File: src/rtl/act_pwl_pipe.sv
// rtl/act_pwl_pipe.sv - three-stage piecewise-linear tanh/sigmoid activation pipeline
//
// Purpose: approximates tanh (in_mode=0) or sigmoid (in_mode=1) on signed
// fixed-point samples with a 4-segment piecewise-linear curve. Stages:
//   S1 pre-scale (sigmoid halves X), absolute value, segment select
//   S2 segment arithmetic on the magnitude
//   S3 sign restore and sigmoid offset, into the output register
// All stages advance together whenever the output register can move, so
// in_ready is a pure function of out_ready and out_valid.
//
// Ports:
//   clk, rst_n                 clock, asynchronous active-low reset
//   in_valid/in_ready/in_data  input sample handshake, signed X
//   in_mode                    0 = tanh, 1 = sigmoid, travels with the sample
//   out_valid/out_ready/out_data  output handshake, signed Y
//   sat_clr, sat_cnt           saturation counter clear / count
//
// Configuration: define ACT_PWL_SAT_CNT_EN to build the saturation counter;
// otherwise sat_cnt is tied to zero and sat_clr is ignored.

module act_pwl_pipe #(
  parameter int DATA_WIDTH  = 16,
  parameter int FRACT_WIDTH = 8,
  parameter int CNT_WIDTH   = 16
) (
  input  logic                  clk,
  input  logic                  rst_n,
  input  logic                  in_valid,
  output logic                  in_ready,
  input  logic [DATA_WIDTH-1:0] in_data,
  input  logic                  in_mode,
  output logic                  out_valid,
  input  logic                  out_ready,
  output logic [DATA_WIDTH-1:0] out_data,
  input  logic                  sat_clr,
  output logic [CNT_WIDTH-1:0]  sat_cnt
);

  localparam logic [DATA_WIDTH-1:0] ONE     = DATA_WIDTH'(1) << FRACT_WIDTH;
  localparam logic [DATA_WIDTH-1:0] HALF    = ONE >> 1;
  localparam logic [DATA_WIDTH-1:0] QTR     = ONE >> 2;
  localparam logic [DATA_WIDTH-1:0] TWO     = ONE << 1;
  localparam logic [DATA_WIDTH-1:0] MAX_POS = {1'b0, {(DATA_WIDTH-1){1'b1}}};
  localparam logic [DATA_WIDTH-1:0] MIN_NEG = {1'b1, {(DATA_WIDTH-1){1'b0}}};

  logic w_adv;

  // Stage 1 state
  logic                  r1_valid;
  logic [DATA_WIDTH-1:0] r1_abs;
  logic                  r1_neg;
  logic                  r1_mode;
  logic [1:0]            r1_seg;

  // Stage 2 state
  logic                  r2_valid;
  logic [DATA_WIDTH-1:0] r2_t;
  logic                  r2_neg;
  logic                  r2_mode;
  logic                  r2_sat;

  // Output register
  logic                  r_out_valid;
  logic [DATA_WIDTH-1:0] r_out_data;
  logic                  r_out_sat;

  // Stage 1 combinational
  logic [DATA_WIDTH-1:0] w_xs;
  logic                  w_neg;
  logic [DATA_WIDTH-1:0] w_abs;
  logic [1:0]            w_seg;

  // Stage 2 / 3 combinational
  logic [DATA_WIDTH-1:0] w_t;
  logic [DATA_WIDTH:0]   w_t_ext;
  logic [DATA_WIDTH:0]   w_tsgn;
  logic [DATA_WIDTH:0]   w_sum;
  logic [DATA_WIDTH-1:0] w_y;

  assign w_adv     = out_ready | ~r_out_valid;
  assign in_ready  = w_adv;
  assign out_valid = r_out_valid;
  assign out_data  = r_out_data;

  always_comb begin
    w_xs  = in_mode ? {in_data[DATA_WIDTH-1], in_data[DATA_WIDTH-1:1]} : in_data;
    w_neg = w_xs[DATA_WIDTH-1];
    // The most-negative value has no positive twin; clamp to the largest positive.
    if (!w_neg)              w_abs = w_xs;
    else if (w_xs == MIN_NEG) w_abs = MAX_POS;
    else                     w_abs = -w_xs;
    if (w_abs < HALF)      w_seg = 2'd0;
    else if (w_abs < ONE)  w_seg = 2'd1;
    else if (w_abs < TWO)  w_seg = 2'd2;
    else                   w_seg = 2'd3;
  end

  always_ff @(posedge clk or negedge rst_n) begin
    if (!rst_n) begin
      r1_valid <= 1'b0;
      r1_abs   <= '0;
      r1_neg   <= 1'b0;
      r1_mode  <= 1'b0;
      r1_seg   <= 2'd0;
    end else if (w_adv) begin
      r1_valid <= in_valid;
      r1_abs   <= w_abs;
      r1_neg   <= w_neg;
      r1_mode  <= in_mode;
      r1_seg   <= w_seg;
    end
  end

  always_comb begin
    w_t = ONE;
    case (r1_seg)
      2'd0:    w_t = r1_abs;
      2'd1:    w_t = (r1_abs >> 1) + QTR;
      2'd2:    w_t = (r1_abs >> 2) + HALF;
      default: w_t = ONE;
    endcase
  end

  always_ff @(posedge clk or negedge rst_n) begin
    if (!rst_n) begin
      r2_valid <= 1'b0;
      r2_t     <= '0;
      r2_neg   <= 1'b0;
      r2_mode  <= 1'b0;
      r2_sat   <= 1'b0;
    end else if (w_adv) begin
      r2_valid <= r1_valid;
      r2_t     <= w_t;
      r2_neg   <= r1_neg;
      r2_mode  <= r1_mode;
      r2_sat   <= (r1_seg == 2'd3);
    end
  end

  // One extra bit keeps T + ONE from overflowing before the sigmoid halving.
  always_comb begin
    w_t_ext = {1'b0, r2_t};
    w_tsgn  = r2_neg ? -w_t_ext : w_t_ext;
    w_sum   = w_tsgn + {1'b0, ONE};
    w_y     = r2_mode ? w_sum[DATA_WIDTH:1] : w_tsgn[DATA_WIDTH-1:0];
  end

  always_ff @(posedge clk or negedge rst_n) begin
    if (!rst_n) begin
      r_out_valid <= 1'b0;
      r_out_data  <= '0;
      r_out_sat   <= 1'b0;
    end else if (w_adv) begin
      r_out_valid <= r2_valid;
      if (r2_valid) begin
        r_out_data <= w_y;
        r_out_sat  <= r2_sat;
      end
    end
  end

  logic w_unused_bits;
  assign w_unused_bits = &{1'b0, w_sum[0], w_tsgn[DATA_WIDTH]};

`ifdef ACT_PWL_SAT_CNT_EN
  logic [CNT_WIDTH-1:0] r_sat_cnt;

  // Clear has priority over a same-cycle increment; count sticks at all-ones.
  always_ff @(posedge clk or negedge rst_n) begin
    if (!rst_n) begin
      r_sat_cnt <= '0;
    end else if (sat_clr) begin
      r_sat_cnt <= '0;
    end else if (r_out_valid && out_ready && r_out_sat && !(&r_sat_cnt)) begin
      r_sat_cnt <= r_sat_cnt + CNT_WIDTH'(1);
    end
  end

  assign sat_cnt = r_sat_cnt;
`else
  logic w_unused_sat;
  assign w_unused_sat = &{1'b0, sat_clr, r_out_sat};
  assign sat_cnt      = '0;
`endif

endmodule
File: config.mk
export PLATFORM = sky130hd
export DESIGN_NAME = act_pwl_pipe
export DESIGN_NICKNAME = d
export VERILOG_FILES = /design/src/rtl/act_pwl_pipe.sv
export SDC_FILE = /design/constraint.sdc
export NUM_CORES = 1
export LEC_CHECK = 0
export BUFFER_PORTS_ARGS = -buffer_cell sky130_fd_sc_hd__buf_2
export CORE_MARGIN = 2
export CORE_UTILIZATION = 40
export CTS_CLUSTER_DIAMETER = 30
export CTS_CLUSTER_SIZE = 16
export DETAILED_ROUTE_END_ITERATION = 7
export GPL_TIMING_DRIVEN = 0
export PLACE_DENSITY_LB_ADDON = 0.12
export SYNTH_ARGS = -nofsm -noshare
export SYNTH_HDL_FRONTEND = slang
export SYNTH_SLANG_ARGS = --single-unit
File: constraint.sdc
create_clock -name clk -period 5.4 [get_ports clk]
set_input_delay 0.54 -clock clk [delete_from_list [all_inputs] [get_ports clk]]
set_output_delay 0.54 -clock clk [all_outputs]
set_load 0.005 [all_outputs]
## After elaboration in Yosys (flattened, before gate mapping)

Index checks and enable logic that the tools add are counted.

| storage, ports and cells | value |
|---|---|
| register bits | 57 |
| input port bits | 22 |
| logic and storage cells | 35 |

| operators by class | value |
|---|---|
| add/sub/neg operators | 5 |
| $lt $le $gt $ge | 3 |
| equality and inequality tests | 3 |
| multiplexer cells | 9 |
| bitwise operators | 2 |
| reductions and logical operators | 2 |

Operators with widths:

| operator | count |
|---|---|
| $mux 16 | 3 |
| $pmux 16 s3 | 1 |
| $add 17x9->17 const B | 1 |
| $mux 17 | 1 |
| $neg 16->17 | 1 |
| $add 15x7->16 const B | 1 |
| $eq 16x16->1 const B | 1 |
| $lt 16x10->1 const B | 1 |
| $lt 16x8->1 const B | 1 |
| $lt 16x9->1 const B | 1 |
| $neg 16->16 | 1 |
| $add 14x8->15 const B | 1 |
| $mux 15 | 1 |
| $mux 2 | 2 |
| $eq 2x1->1 const B | 1 |
| $eq 2x2->1 const B | 1 |
| $logic_not 2->1 | 1 |
| $reduce_and 2->1 | 1 |
| $mux 1 | 1 |
| $not 1->1 | 1 |
| $or 1x1->1 | 1 |

## Longest topological paths before layout

| logic depth | value |
|---|---|
| depth in word-level cells | 8 |
| gate-level depth with buffers | 12 |
| depth with buffers taken out | 10 |

## Worst setup path after synthesis

No wires, ideal clock.

| timing path | value |
|---|---|
| path kind | input -> register |
| from | input port in_mode |
| to | register r1_seg[0] |
| setup time | 0.079 ns |
| arrival | 3.475 ns |
| required time | 5.321 ns |
| setup slack | 1.845 ns |
| stages | 12 |
| cell sequence | clkbuf_1 > clkbuf_1 > clkbuf_1 > mux2i_1 > ha_1 > or3b_2 > or4_1 > clkbuf_1 > nand2_1 > a211oi_1 > nand4b_1 > a2bb2oi_1 |

| between the ends | value |
|---|---|
| longest elaborated chain between the ends | 8 |
| elaborated cells between the ends (all ways) | 11 |
| classes of those cells | add/sub (1); order compare (3); eq/ne (1); mux (6) |

RTL lines:

| item | line | text |
|---|---|---|
| start, declared | 31 | `input logic in_mode,` |
| $mux 15 * | 86 | `w_xs = in_mode ? {in_data[DATA_WIDTH-1], in_data[DATA_WIDTH-1:1]} : in_data;` |
| $neg 16->16 or $eq 16x16->1 (tied branches) | 91, 90 |  |
| $mux 16 | 90 | `else if (w_xs == MIN_NEG) w_abs = MAX_POS;` |
| $mux 16 * | 89 | `if (!w_neg) w_abs = w_xs;` |
| $lt 16x10->1 | 94 | `else if (w_abs < TWO) w_seg = 2'd2;` |
| $mux 1 | 94 |  |
| $mux 2 | 93 | `else if (w_abs < ONE) w_seg = 2'd1;` |
| $mux 2 * | 92 | `if (w_abs < HALF) w_seg = 2'd0;` |
| end signal, assigned | 110 | `r1_seg <= w_seg;` |
| end, declared | 53 | `logic [1:0] r1_seg;` |

Every way passes the cells marked *; elsewhere a longest branch is shown, timed or not.
A chain may end at the register's enable or synchronous reset.

## Worst setup path after layout

Ends and elaborated chain as after synthesis.

==> metrics.md <==
| Metric | Value |
|---|---|
| Status | `completed` |
| Fill count | `1057` |
| Post-Route Utilization | `0.473` |
| Post_cts resized | `0` |
| P_int | `1.10 mW` |
| Vias in the first global route | `3821` |
| Die area | `11500 um2` |
| Synthesized area | `4260 um2` |
| Crit Path Category | `primary input to flop` |
| # Post-CTS Setup Buffers | `0` |
| CP arrival | `4.36 ns` |
| Worst Clk Skew | `0.00769 ns` |
| Pleak | `2.06 nW` |
| Setup WS post-layout | `1.31 ns` |
| WL final | `11.5 mm` |
| Vias | `4124` |
| Yosys cell types | `64` |
| Period utilization | `0.758` |
| CTS Buffer Depth | `2` |
| Synth Warn # | `0` |
| Final setup viols | `0` |
| Switch Pwr | `0.784 mW` |
| DRT Pass-1 Iters | `4` |
| Htree depth | `3` |
| # DRC | `0` |
| Metal-1 WL | `5.24 mm` |
| Clk sink count | `57` |
| Comb power frac | `0.444` |
| Synth Instances | `537` |
| Remaining global-route overflow | `0` |
| Worst-path clk slew | `0.07 ns` |
| Total power | `1.89 mW` |
| Hold/Removal Path Class | `primary input to asynchronous set/reset pin` |
| Die Width | `107 um` |
| Via-per-instance ratio | `5.56` |
| Count leader, synth | `nand2_1` |
| Overall Global Routing Usage | `0.209` |
| Peak fanout along the critical path | `10` |
| Layout area overhead | `14.6%` |
| Post-Layout Cell Count | `742` |
| Pre-CTS setup slack | `0.985 ns` |
| Finished Cell Area | `4880 um2` |
| Clk_lat worst skew | `0.34 ns` |
| R2R Path End | `out_data[13]` |
| Sequential area share after synthesis | `0.335` |
| Number of synthesized flops with an enable pin | `0` |
| CP Capture Type | `flop` |
| CTS tree | `yes` |
| Slew @ Worst Pin | `0.894 ns` |
| DR top layer | `met4` |
| Routed length on met2 | `5.67 mm` |
| Unrepaired setup endpoints after global routing | `false` |
| Core outline area | `10300 um2` |
| Largest net degree at the start of global routing | `58` |
| Routed wl met3 | `414 um` |
| Wire length per cell | `15.5 um` |
| Setup TNS | `0 ns` |
| Fin. max-slew vios | `0` |
| Rows | `37` |
| Final antenna diode count | `0` |
| Max cap viols | `0` |
| Syn avg cell area | `7.92 um2` |
| Final-stage net count | `628` |
| R2R Path Start | `r2_t[5]` |
| Share of layout cells above drive strength 1 | `0.144` |
| Post-route ant nets | `0` |
| R2R depth | `10` |
| Hold buffers post-CTS | `0` |
| Post-synth top cells | `nand2_1, nor2_1, dfrtp_1` |
| Crit start category | `primary input` |
| Final Hold Fails | `0` |
| R2r setup slk | `2.32 ns` |
| Placed Instance Area | `4670 um2` |
| Placed Instances | `726` |
| Port Buffers | `38` |
| Tightest hold margin | `0.259 ns` |
| Peak supply drop | `135 uV` |
| Share of synthesized flip-flops with an asynchronous set or reset | `1.00` |
| Seq pwr share | `0.337` |
| Post-synthesis sequential element count | `57` |
| Post-synth top area cell | `dfrtp_1` |
| First-pass GRT wire length | `19.0 mm` |
| Clock Power Share | `0.218` |
| Total CTS buffers | `9` |
| Initial antenna violation count | `0` |
| Pwr/cell area | `387 nW/um2` |
| Slew margin rel. | `0.399` |
| Fmax | `244 MHz` |
| DRT iter0 DRCs | `214` |
| Worst path required time | `5.67 ns` |
| Clock Tree Root | `clkbuf_8` |
| Post-layout min period | `4.09 ns` |
| Gpl congestion | `0.913` |
| Synth top area cells | `dfrtp_1, nand2_1, a21oi_1` |
| HPWL after DPL | `8.62 mm` |
| Io pins | `56` |
| Synth top area share | `0.335` |
| Sw Ratio | `0.416` |
| Starting Density | `0.412` |
| Post-synth top flop | `dfrtp_1` |
| Die height | `107 um` |
-- routing by layer --
layer / up-vias / track usage
met3: 14 / 0.0347
met2: 108 / 0.365
met4: 0 / 0.0677
li1: 2053 / -
met5: - / 0
met1: 1949 / 0.261
-- cells by family (layout without fill, tap and decap cells) --
| group | Yosys count | after routing | share of synthesized area |
|---|---|---|---|
| AND/OR/NAND/NOR | 199 | 199 | 0.225 |
| AO/OA/AOI/OAI | 169 | 169 | 0.260 |
| buffers and inverters | 68 | 122 | 0.0782 |
| flip-flops | 57 | 57 | 0.335 |
| XOR/XNOR | 24 | 24 | 0.0494 |
| multiplexers | 14 | 14 | 0.0365 |
| adder cells (fa/ha/maj) | 5 | 5 | 0.0147 |
| other | 1 | 16 | 0.000881 |
-- cell usage in the layout, fill, tap and decap left out, types with 5 or more instances in the layout --
| cell type | instances |
|---|---|
| xnor2_1 | 16 |
| dfrtp_1 | 57 |
| conb_1 | 16 |
| nor2_1 | 59 |
| clkbuf_8 | 9 |
| o31ai_1 | 6 |
| a211oi_1 | 9 |
| mux2i_1 | 11 |
| a21oi_1 | 45 |
| nand2_1 | 66 |
| or4_1 | 5 |
| or3_1 | 6 |
| nor3_1 | 9 |
| inv_1 | 13 |
| nor2b_1 | 10 |
| ha_1 | 5 |
| clkbuf_1 | 31 |
| a31oi_1 | 10 |
| buf_2 | 39 |
| xor2_1 | 8 |
| o22a_1 | 7 |
| a32oi_1 | 6 |
| o41ai_1 | 5 |
| nand2b_1 | 8 |
| nand3_1 | 8 |
| buf_4 | 17 |
| o21ai_0 | 37 |
-- area by class of cell --
| type | instances | area, um2 | share of cell area |
|---|---|---|---|
| clock buffer | 9 | 124 | 0.0254 |
| timing repair buffer | 38 | 193 | 0.0395 |
| multi-input combinational | 427 | 2550 | 0.523 |
| inverter | 14 | 52.6 | 0.0108 |
| sequential | 57 | 1430 | 0.292 |
| clock inverter | 7 | 80.1 | 0.0164 |
| tap | 136 | 170 | 0.0349 |
| buffer | 54 | 280 | 0.0575 |
-- how the worst max path moves through the flow --
stage                           end  startpoint  cells past startpoint
after floorplan           r1_seg[0]     in_mode                     12
after global placement    r1_seg[0]     in_mode                     13
after detailed placement  r1_seg[0]     in_mode                     13
after CTS                 r1_seg[0]     in_mode                     13
after global routing      r1_seg[0]     in_mode                     13
final                     r1_seg[0]     in_mode                     13
-- registers in the layout (all words and copies together) (netlist names) --
register	flops
out_data	16
out_valid	1
r1_abs	16
r1_mode	1
r1_neg	1
r1_seg	2
r1_valid	1
r2_mode	1
r2_neg	1
r2_t	16
r2_valid	1
-- power groups by stage --
stage	Clock, mW	Sequential [mW]	Combinational (mW)
6_report	0.413	0.637	0.838
4_1_cts	0.417	0.635	0.844
5_1_grt	0.436	0.653	0.955
3_3_place_gp	0	0.640	0.830
3_5_place_dp	0	0.644	0.839
2_1_floorplan	0	0.628	0.609
-- critical path: stages --
cell       delay, ns
buf_2           0.09
clkbuf_1        0.35
clkbuf_1        0.49
clkbuf_1        0.43
mux2i_1         0.30
ha_1            0.19
or3b_2          0.51
clkbuf_1        0.26
nor4_1          0.37
o21ai_0         0.12
a221oi_1        0.31
nand4b_1        0.21
a2bb2oi_1       0.18
Note: power is estimated with default switching activity, not from simulation.
